$ cat config.mk
export PLATFORM = sky130hd
export DESIGN_NAME = ysyx_040066_clint_mh_flat
export DESIGN_NICKNAME = d
export VERILOG_FILES = /design/src/rtl/ysyx_040066_clint_mh_if.sv /design/src/rtl/ysyx_040066_clint_mh.sv /design/src/flat_wrapper.sv
export SDC_FILE = /design/constraint.sdc
export NUM_CORES = 1
export LEC_CHECK = 0
export ABC_AREA = 1
export CORE_UTILIZATION = 45
export DETAILED_ROUTE_END_ITERATION = 7
export HOLD_SLACK_MARGIN = 0.08
export PLACE_DENSITY = 0.68
export SLEW_MARGIN = 30
export SYNTH_ARGS = -nofsm -noshare
export SYNTH_HDL_FRONTEND = slang
export SYNTH_SLANG_ARGS = --single-unit
export TNS_END_PERCENT = 100
$ cat constraint.sdc
create_clock -name clk -period 11 [get_ports clk]
set_clock_uncertainty 0.05 [all_clocks]
set_input_delay 3.3 -clock clk [delete_from_list [all_inputs] [get_ports clk]]
set_output_delay 3.3 -clock clk [all_outputs]
set_load 0.03 [all_outputs]
$ cat src/rtl/ysyx_040066_clint_mh_if.sv
// LSU-side data-memory bus seen by the CLINT.
// The CLINT diverts window hits away from memory and returns registered reads.
interface ysyx_040066_clint_mh_if;
    logic [63:0] addr;
    logic        MemRd;
    logic        MemWr;
    logic [63:0] wdata;
    logic [7:0]  wmask;
    logic        MemRd_real;
    logic        MemWr_real;
    logic        rd_hit;
    logic [63:0] rdata;
    logic        error;

    modport master (
        output addr, MemRd, MemWr, wdata, wmask,
        input  MemRd_real, MemWr_real, rd_hit, rdata, error
    );

    modport slave (
        input  addr, MemRd, MemWr, wdata, wmask,
        output MemRd_real, MemWr_real, rd_hit, rdata, error
    );
endinterface

$ cat src/rtl/ysyx_040066_clint_mh.sv
// Multi-hart CLINT: prescaled shared mtime, per-hart mtimecmp/msip,
// byte-masked writes, registered reads and interrupt lines.
module ysyx_040066_clint_mh #(
    parameter int          NHART    = 1,
    parameter int          TICK_DIV = 1,
    parameter logic [63:0] BASE     = 64'h2000000,
    parameter logic [63:0] CMP_RST  = 64'hFFFF_FFFF_FFFF_FFFF
) (
    input  logic                    clk,
    input  logic                    rst,
    ysyx_040066_clint_mh_if.slave   bus,
    output logic [NHART-1:0]        mtip,
    output logic [NHART-1:0]        msip_o
);

    logic [63:0]      mtime;
    logic [15:0]      pcnt;
    logic [63:0]      cmp [NHART];
    logic [NHART-1:0] msip;
    logic [NHART-1:0] tip;
    logic [63:0]      rdata_q;
    logic             rd_hit_q;
    logic             error_q;

    logic             hit;
    logic [63:0]      off64;
    logic [15:0]      off;
    logic             sel_mtime;
    logic [NHART-1:0] sel_cmp;
    logic [NHART-1:0] sel_msip;
    logic             mapped;
    logic             msip_bit;
    logic             msip_en;
    logic [63:0]      rd_val;
    logic             wr_hit;
    logic             rd_hit_now;
    logic             tick;
    logic             unused_off;

    function automatic logic [63:0] merge(
        input logic [63:0] old,
        input logic [63:0] wd,
        input logic [7:0]  m
    );
        logic [63:0] r;
        r = old;
        for (int i = 0; i < 8; i++) begin
            if (m[i]) r[8*i +: 8] = wd[8*i +: 8];
        end
        return r;
    endfunction

    assign hit        = (bus.addr >= BASE) && (bus.addr < BASE + 64'hC000);
    assign off64      = bus.addr - BASE;
    assign off        = off64[15:0];
    assign unused_off = ^{off64[63:16], off[1:0]};

    assign bus.MemRd_real = bus.MemRd & ~hit;
    assign bus.MemWr_real = bus.MemWr & ~hit;
    assign bus.rd_hit     = rd_hit_q;
    assign bus.rdata      = rdata_q;
    assign bus.error      = error_q;
    assign mtip           = tip;
    assign msip_o         = msip;

    assign wr_hit     = bus.MemWr & hit;
    assign rd_hit_now = bus.MemRd & hit;
    assign tick       = (pcnt == 16'(TICK_DIV - 1));

    // msip is a 32-bit register; addr[2] picks which half of the doubleword
    assign msip_bit = off[2] ? bus.wdata[32] : bus.wdata[0];
    assign msip_en  = off[2] ? bus.wmask[4]  : bus.wmask[0];

    always_comb begin
        sel_mtime = hit && (off[15:3] == 13'h17FF);
        sel_cmp   = '0;
        sel_msip  = '0;
        rd_val    = '0;
        for (int h = 0; h < NHART; h++) begin
            sel_cmp[h]  = hit && (off[15:3] == 13'(13'h800 + h));
            sel_msip[h] = hit && (off[15:2] == 14'(h));
        end
        mapped = sel_mtime | (|sel_cmp) | (|sel_msip);
        if (sel_mtime) rd_val = mtime;
        for (int h = 0; h < NHART; h++) begin
            if (sel_cmp[h]) rd_val = cmp[h];
            if (sel_msip[h]) begin
                rd_val = off[2] ? {31'b0, msip[h], 32'b0}
                                : {63'b0, msip[h]};
            end
        end
    end

    always_ff @(posedge clk or posedge rst) begin
        if (rst) begin
            mtime    <= '0;
            pcnt     <= '0;
            msip     <= '0;
            tip      <= '0;
            rdata_q  <= '0;
            rd_hit_q <= 1'b0;
            error_q  <= 1'b0;
            for (int h = 0; h < NHART; h++) cmp[h] <= CMP_RST;
        end else begin
            // a store to mtime wins over the tick and restarts the prescaler
            if (wr_hit && sel_mtime) begin
                mtime <= merge(mtime, bus.wdata, bus.wmask);
                pcnt  <= '0;
            end else if (tick) begin
                mtime <= mtime + 64'd1;
                pcnt  <= '0;
            end else begin
                pcnt  <= pcnt + 16'd1;
            end
            for (int h = 0; h < NHART; h++) begin
                if (wr_hit && sel_cmp[h])
                    cmp[h] <= merge(cmp[h], bus.wdata, bus.wmask);
                if (wr_hit && sel_msip[h] && msip_en)
                    msip[h] <= msip_bit;
                tip[h] <= (mtime >= cmp[h]);
            end
            rd_hit_q <= rd_hit_now;
            rdata_q  <= rd_hit_now ? rd_val : 64'd0;
            error_q  <= (bus.MemRd | bus.MemWr) & hit & ~mapped;
        end
    end

endmodule

$ cat src/flat_wrapper.sv
// flat-port wrapper written by rule: the top's interface ports become plain ports
module ysyx_040066_clint_mh_flat 
#(
    parameter int          NHART    = 1,
    parameter int          TICK_DIV = 1,
    parameter logic [63:0] BASE     = 64'h2000000,
    parameter logic [63:0] CMP_RST  = 64'hFFFF_FFFF_FFFF_FFFF
)
  (clk, rst, mtip, msip_o, bus_addr, bus_MemRd, bus_MemWr, bus_wdata, bus_wmask, bus_MemRd_real, bus_MemWr_real, bus_rd_hit, bus_rdata, bus_error);
  ysyx_040066_clint_mh_if bus_i ();
  input  logic clk;
  input  logic rst;
  output logic [NHART-1:0] mtip;
  output logic [NHART-1:0] msip_o;
  input wire logic [$bits(bus_i.addr)-1:0] bus_addr;
  input wire logic [$bits(bus_i.MemRd)-1:0] bus_MemRd;
  input wire logic [$bits(bus_i.MemWr)-1:0] bus_MemWr;
  input wire logic [$bits(bus_i.wdata)-1:0] bus_wdata;
  input wire logic [$bits(bus_i.wmask)-1:0] bus_wmask;
  output wire logic [$bits(bus_i.MemRd_real)-1:0] bus_MemRd_real;
  output wire logic [$bits(bus_i.MemWr_real)-1:0] bus_MemWr_real;
  output wire logic [$bits(bus_i.rd_hit)-1:0] bus_rd_hit;
  output wire logic [$bits(bus_i.rdata)-1:0] bus_rdata;
  output wire logic [$bits(bus_i.error)-1:0] bus_error;
  assign bus_i.addr = bus_addr;
  assign bus_i.MemRd = bus_MemRd;
  assign bus_i.MemWr = bus_MemWr;
  assign bus_i.wdata = bus_wdata;
  assign bus_i.wmask = bus_wmask;
  assign bus_MemRd_real = bus_i.MemRd_real;
  assign bus_MemWr_real = bus_i.MemWr_real;
  assign bus_rd_hit = bus_i.rd_hit;
  assign bus_rdata = bus_i.rdata;
  assign bus_error = bus_i.error;
  ysyx_040066_clint_mh #(.NHART(NHART), .TICK_DIV(TICK_DIV), .BASE(BASE), .CMP_RST(CMP_RST)) u_core (.clk(clk), .rst(rst), .bus(bus_i), .mtip(mtip), .msip_o(msip_o));
endmodule
== Yosys cells after proc, flatten, opt, wreduce, memory -nomap -nowiden ==
Index checks and enable logic that the tools add are counted.

* Register bits: 212
* Bits in latches: 0
* Memory bits (writable): 0
* Bits in read-only memories: 0
* Bits of input ports: 140
* Output and inout port bits: 70
* Logic and storage cells: 95
* Memories: 0

* $add $sub $neg: 3
* Multiply operators: 0
* Divide/modulo/power cells: 0
* Magnitude comparators: 3
* Equal/unequal tests: 10
* Shifts and indexed selects: 0
* Mux-type cells: 19
* Bitwise logic cells: 11
* Reduce and logical (&&, ||, !) cells: 27

{| class="wikitable"
|+ Operators with widths
! operator !! count
|-
| $mux W64 || 6
|-
| $add A64 B1 Y64 const B || 1
|-
| $ge A64 B26 Y1 const B || 1
|-
| $ge A64 B64 Y1 || 1
|-
| $lt A64 B26 Y1 const B || 1
|-
| $mux W8 || 8
|-
| $mux W33 || 1
|-
| $mux W16 || 2
|-
| $reduce_and A2 Y1 || 16
|-
| $add A16 B1 Y16 const B || 1
|-
| $logic_not A16 Y1 || 1
|-
| $ne A2 B2 Y1 const B || 8
|-
| $sub A16 B1 Y16 const B || 1
|-
| $logic_not A14 Y1 || 1
|-
| $eq A13 B12 Y1 const B || 1
|-
| $eq A13 B13 Y1 const B || 1
|-
| $logic_and A1 B1 Y1 || 8
|-
| $and A1 B1 Y1 || 6
|-
| $or A1 B1 Y1 || 3
|-
| $mux W1 || 2
|-
| $not A1 Y1 || 2
|-
| $reduce_bool A2 Y1 || 1
|}

== Depth between registers and ports, before layout ==
Gate-level depths: netlist of run 1.

* Depth after elaboration: 7
* Gate-level depth with buffers: 14
* Mapped depth without buffers: 14

== Least setup slack after synthesis of run 1 ==
No wires, ideal clock.

* Path type: input to output
* From: input port bus_MemWr
* To: output port bus_MemWr_real
* Arrival time: 4.318 ns
* Required time: 7.650 ns
* Path slack: 3.332 ns
* Stages on the path: 5
* Buffers on the path: 3
* Path through: clkbuf_1 > clkbuf_1 > clkbuf_1 > nand2_1 > inv_1

* Longest elaborated chain between the ends: 1

{| class="wikitable"
|+ RTL lines
! what !! line !! RTL
|-
| from (decl) || flat_wrapper.sv:17 || <nowiki>input wire logic [$bits(bus_i.MemWr)-1:0] bus_MemWr;</nowiki>
|-
| $and A1 B1 Y1 || ysyx_040066_clint_mh.sv:59 || <nowiki>assign bus.MemWr_real = bus.MemWr & ~hit;</nowiki>
|-
| to (decl) || flat_wrapper.sv:21 || <nowiki>output wire logic [$bits(bus_i.MemWr_real)-1:0] bus_MemWr_real;</nowiki>
|}

Every way passes these cells.

== Final worst setup path of run 1 ==
* From: input port bus_addr[23]
* To: output port bus_MemWr_real

* Longest elaborated chain between the ends: 4
* Elaborated cells on any way between the ends: 5
* Those cells by class: order compare (2); bitwise (2); reduce/logical (1)

{| class="wikitable"
|+ RTL lines
! what !! line !! RTL
|-
| from (decl) || flat_wrapper.sv:15 || <nowiki>input wire logic [$bits(bus_i.addr)-1:0] bus_addr;</nowiki>
|-
| $ge A64 B26 Y1 or $lt A64 B26 Y1 (tied branches) || ysyx_040066_clint_mh.sv:53 || <nowiki>assign hit = (bus.addr >= BASE) && (bus.addr < BASE + 64'hC000);</nowiki>
|-
| $logic_and A1 B1 Y1 * || ysyx_040066_clint_mh.sv:53 ||
|-
| $not A1 Y1 * || ysyx_040066_clint_mh.sv:59 ||
|-
| $and A1 B1 Y1 * || ysyx_040066_clint_mh.sv:59 ||
|}

Every way passes the cells marked *; elsewhere a longest branch is shown, timed or not.

==> results of run 1 <==
-- per-layer routing --
metal	vias up	global-route usage, %
met3	81	4.66
met2	504	46.9
met4	2	7.95
met1	6769	38.1
met5	-	0
li1	6978	-
-- worst min-delay path by stage --
stage,to,slack (ns),cells past startpoint
floorplan,u_core.cmp[32],0.39,2
global placement,u_core.cmp[32],0.40,2
detailed placement,u_core.cmp[32],0.41,2
CTS,u_core.cmp[32],0.42,2
global route,u_core.cmp[39],0.43,2
finish,u_core.cmp[32],0.42,2
-- sequential cells by signal (all words and copies together), names as in the netlist --
name               count
u_core.bus.rdata      64
u_core.cmp            64
u_core.mtime          64
u_core.pcnt           16
u_core.bus.error       1
u_core.bus.rd_hit      1
u_core.msip_o          1
u_core.mtip            1
-- critical path, cell delays in order --
cell and delay [ns]:
clkdlybuf4s50_1 0.40, nor2_1 0.19, nand2_1 0.10, nor2_1 0.17, nand3_1 0.12, nand3_1 0.09
nor2_1 0.08, nand2_1 0.14, nand2_1 0.07, inv_1 0.06, clkdlybuf4s50_1 0.67
-- cells in the mapped netlist (38+ instances only) --
library cell	instances
a21oi_1	98
buf_2	43
clkbuf_1	38
dfrtp_1	148
dfstp_2	64
ha_1	67
inv_1	191
nand2_1	710
nand3_1	186
nand4_1	155
nor2_1	152
nor3_1	40
-- cells by family (layout without fill, tap and decap cells) --
kind of cell,Yosys count,after routing,share of synthesized area (%)
AO/OA/AOI/OAI,136,136,5.00
XOR/XNOR,50,50,3.10
adder cells (fa/ha/maj),67,67,5.94
buffers and inverters,282,460,8.02
flip-flops,212,212,38.2
AND/OR/NAND/NOR,1279,1279,39.8
-- per-stage QoR --
stage,instance area [um^2],std cells
2_1_floorplan,14100,2026
3_3_place_gp,16400,2553
3_5_place_dp,16400,2553
4_1_cts,17300,2600
5_1_grt,17300,2600
6_report,17300,2600
-- final cells by class --
class,count,area [um^2]
inverter,193,734
multi-input combinational,1532,7620
tap,396,495
fill,2982,13500
clock inverter,8,95.1
sequential,212,5390
timing repair buffer,220,2180
clock buffer,39,741
-- report_power, final --
part | leakage (nW) | internal (mW) | switching [mW]
logic | 4.63 | 0.0472 | 0.0468
registers | 2.70 | 0.781 | 0.00000000000158
clock network | 0.403 | 0.509 | 0.332
total | 7.74 | 1.34 | 0.379
==> results.cfg, run 1 <==
[yosys]
synth_nets = 2233
yosys.area.top_type = dfrtp_1
netlist_top_cells_area = dfrtp_1 26%, nand2_1 19%, dfstp_2 12%, nand4_1 6.9%, nand3_1 6.6%
synthFlopType = dfrtp_1
synth_area_um2 = 14100
syn_inst = 2026
netlist.area_leader.share_pct = 26.2
ys_warn_count = 0
ys_seq_elements = 212
async_flop_share_pct = 100
yosysSeqAreaShare_pct = 38.2
synth_cell_types = 33
synth_area_per_cell_um2 = 6.97
synth_edf_count = 0

[sta]
hold_violations = 0
min_period_ns = 8.75
tightest_slew_ns = 0.895
relSlewSlack_pct = 40.3
fin_ws_ns = 2.25
setup_violations = 0
maxSlewViolCount = 0
finalSetupTns_ns = 0
fmax_mhz = 114
rsz0062_at_grt = false
timing.final.crit_share_pct = 79.5
whs_ns = 0.418

[setup_path]
timing.rr.end = u_core.mtime[62]
reg2reg_depth = 12
start_kind = input port
cp-end-kind = output port
critPathCapture = bus_MemWr_real
setup.worst_path.start = bus_addr[23]
arrival_ns = 5.40
rrSetupSlack_ns = 8.27
r2r_start = u_core.mtime[1]
required_ns = 7.65
cp_max_fo = 3
path_class = input port to output port

[routing]
vias_per_cell = 5.51
ant_nets = 0
wl_per_cell_um = 17.2
met3_length_mm = 3.08
wirelength_met1_mm = 19.9
detail_route.first_pass.iterations = 7
drc = 21
drt_iter0_markers = 1125
dr_wl_met2_mm = 20.7
wirelength_mm = 44.8
highest-signal-layer = met5
vias = 14300

[floorplanning]
start_util_pct = 45.9
die_h_um = 179
rows = 64
fp.coreArea_um2 = 30700
die_area_um2 = 32100
die_w_um = 179
ios = 210

[cts]
holdBufCountCts = 0
cts_setup_buffers = 0
tritoncts = yes
cts.clk_slew.worst_paths_ns = 0.06
worst_skew_pair.late_latency_ns = 0.54
cts-resized-gates = 0
htree_num_levels = 1
cts.sinks = 212
clockBufferDepth = 3
cts_inserted_buffers = 26
cts_root_buf = clkbuf_16

[global_routing]
track_usage_pct = 28.3
antenna_found_initial = 1
grt_pass1_vias = 13700
grt.overflow.total = 0
grt_pass1_wl_mm = 71.9
grt_max_degree = 142

[cells_and_area]
drive_above_1_share_pct = 6.58
layout_commonest_cell = nand2_1
final_cell_mix = 709 x nand2_1, 206 x clkdlybuf4s50_1, 190 x inv_1
fin_util_pct = 56.1
syn_to_final_growth_pct = 22.3
nets = 2392
diodes = 0

[placement]
gp_congestion = 0.980
portBuffers = 207
pre_cts_ws_ns = 2.20
dp_hpwl_mm = 32.8

[flow_run]
max_cap_viol_count = 0

[pwr]
finalPower_mw = 1.72
leakage_nw = 7.74
irDropWorstVdd_mv = 0.110
power.density_nw_per_um2 = 99.5

[status]
run_status = finished, violations left
violations = DRC

[min_path]
min_path_type = flop to flop
hold_start = u_core.cmp[32]
No activity file was read; power rests on OpenSTA's default activity.
==> inputs of run 2 (changes only) <==
- PLACE_DENSITY: 0.68 -> 0.71
- clock period: 11 -> 7.5 ns (I/O delays scaled with it)
==> results.cfg, run 2 (synthesized netlist as in run 1, its figures left out) <==
[status]
run_status = finished, violations left
violations = DRC

[floorplanning]
start_util_pct = 45.9
rows = 64
ios = 210
die_area_um2 = 32100
die_h_um = 179
fp.coreArea_um2 = 30700
die_w_um = 179

[global_routing]
grt_pass1_vias = 13300
grt_max_degree = 101
grt_pass1_wl_mm = 71.4
grt.overflow.total = 0
antenna_found_initial = 0
track_usage_pct = 28.2

[setup_path]
cp_max_fo = 3
setup.worst_path.start = bus_addr[27]
r2r_start = u_core.cmp[15]
rrSetupSlack_ns = 4.73
max_stage_delay_ns = 0.67
start_kind = input port
reg2reg_depth = 10
path_cells = clkdlybuf4s50_1 > nor2_1 > nand2_1 > nor2_1 > o21ai_0 > nand3_1 > nor2_1 > nand2_1 > nand2_1 > inv_1 > clkdlybuf4s50_1
timing.rr.end = u_core.mtip
path_class = input port to output port
cp_slowest_cell = clkdlybuf4s50_1
required_ns = 5.20
arrival_ns = 4.37
cp-end-kind = output port

[min_path]
hold_depth = 2
holdPathEnd = u_core.cmp[32]
min_path_type = flop to flop
hold_start = u_core.cmp[32]

[sta]
rsz0062_at_grt = false
maxSlewViolCount = 0
relSlewSlack_pct = 40.4
hold_violations = 0
fmax_mhz = 150
timing.final.crit_share_pct = 88.9
whs_ns = 0.419
finalSetupTns_ns = 0
setup_violations = 0
tightest_slew_ns = 0.888
min_period_ns = 6.67

[cts]
worst_skew_pair.late_latency_ns = 0.54
cts_inserted_buffers = 24
cts.clk_slew.worst_paths_ns = 0.06
cts_root_buf = clkbuf_16
cts_setup_buffers = 0
htree_num_levels = 1
cts-resized-gates = 0
clockBufferDepth = 3
holdBufCountCts = 0
tritoncts = yes
cts.sinks = 212

[cells_and_area]
fillCellCount = 2970
diodes = 0
drive_above_1_share_pct = 6.85
nets = 2395
layout_commonest_cell = nand2_1
syn_to_final_growth_pct = 22.0
final_cell_mix = 709 x nand2_1, 206 x clkdlybuf4s50_1, 190 x inv_1

[pwr]
irDropWorstVdd_mv = 0.137
power.density_nw_per_um2 = 141
swShare_pct = 23.2
intPower_mw = 1.86
leakage_nw = 7.72
clkPwrFrac_pct = 47.0
power_switching_mw = 0.563
finalPower_mw = 2.43
pwr-share-seq_pct = 47.2
combPwrFrac_pct = 5.8

[routing]
drc = 18
vias_per_cell = 5.51
vias = 14300
wl_per_cell_um = 17.2
ant_nets = 0
wirelength_mm = 44.6
drt_iter0_markers = 1068
detail_route.first_pass.iterations = 8

[placement]
dp_hpwl_mm = 33.2
gp_congestion = 0.939
portBuffers = 207

[flow_run]
max_cap_viol_count = 0
[run 2: worst max-delay path by stage]
stage / endpoint / slack [ns] / cells after the start
global route: bus_MemWr_real / 0.66 / 11
CTS: bus_MemWr_real / 0.78 / 11
global placement: bus_MemWr_real / 0.84 / 11
floorplan: bus_MemWr_real / 1.93 / 5
detailed placement: bus_MemWr_real / 0.78 / 11
finish: bus_MemWr_real / 0.83 / 11
[run 2: power groups by stage]
stage | logic [mW] | registers, mW | clock network [mW]
final | 0.141 | 1.15 | 1.14
after global placement | 0.141 | 1.17 | 0
after detailed placement | 0.142 | 1.17 | 0
after global routing | 0.152 | 1.14 | 1.21
after CTS | 0.142 | 1.15 | 1.16
after floorplan | 0.0384 | 1.17 | 0
[run 2: worst max-delay path: cells and delay by family]
kind	cells	cell delay [ns]
buf+inv	3	1.20
simple gates	7	0.81
compound gates	1	0.11
[run 2: per-stage QoR]
stage	setup WS, ns	cells	utilization (%)	cell area [um^2]
floorplan	1.93	2026	-	14100
global placement	0.842	2558	53.5	16500
detailed placement	0.785	2558	53.5	16500
CTS	0.778	2601	56.0	17200
global route	0.657	2601	56.0	17200
finish	0.831	2601	56.0	17200
[run 2: cell type report]
cell class / instances / area, um^2 / area share [%]
multi-input combinational: 1532 / 7620 / 44.3
sequential: 212 / 5390 / 31.3
timing repair buffer: 225 / 2230 / 12.9
inverter: 193 / 731 / 4.24
clock buffer: 34 / 699 / 4.06
tap: 396 / 495 / 2.88
clock inverter: 9 / 58.8 / 0.341
[run 2: metal layers]
metal,up-vias,global-route usage (%),share of wire [%]
met2,535,46.3,46
met5,-,0,0
met4,0,5.36,1.6
li1,6969,-,-
met1,6782,39.5,45
met3,48,4.03,6.8
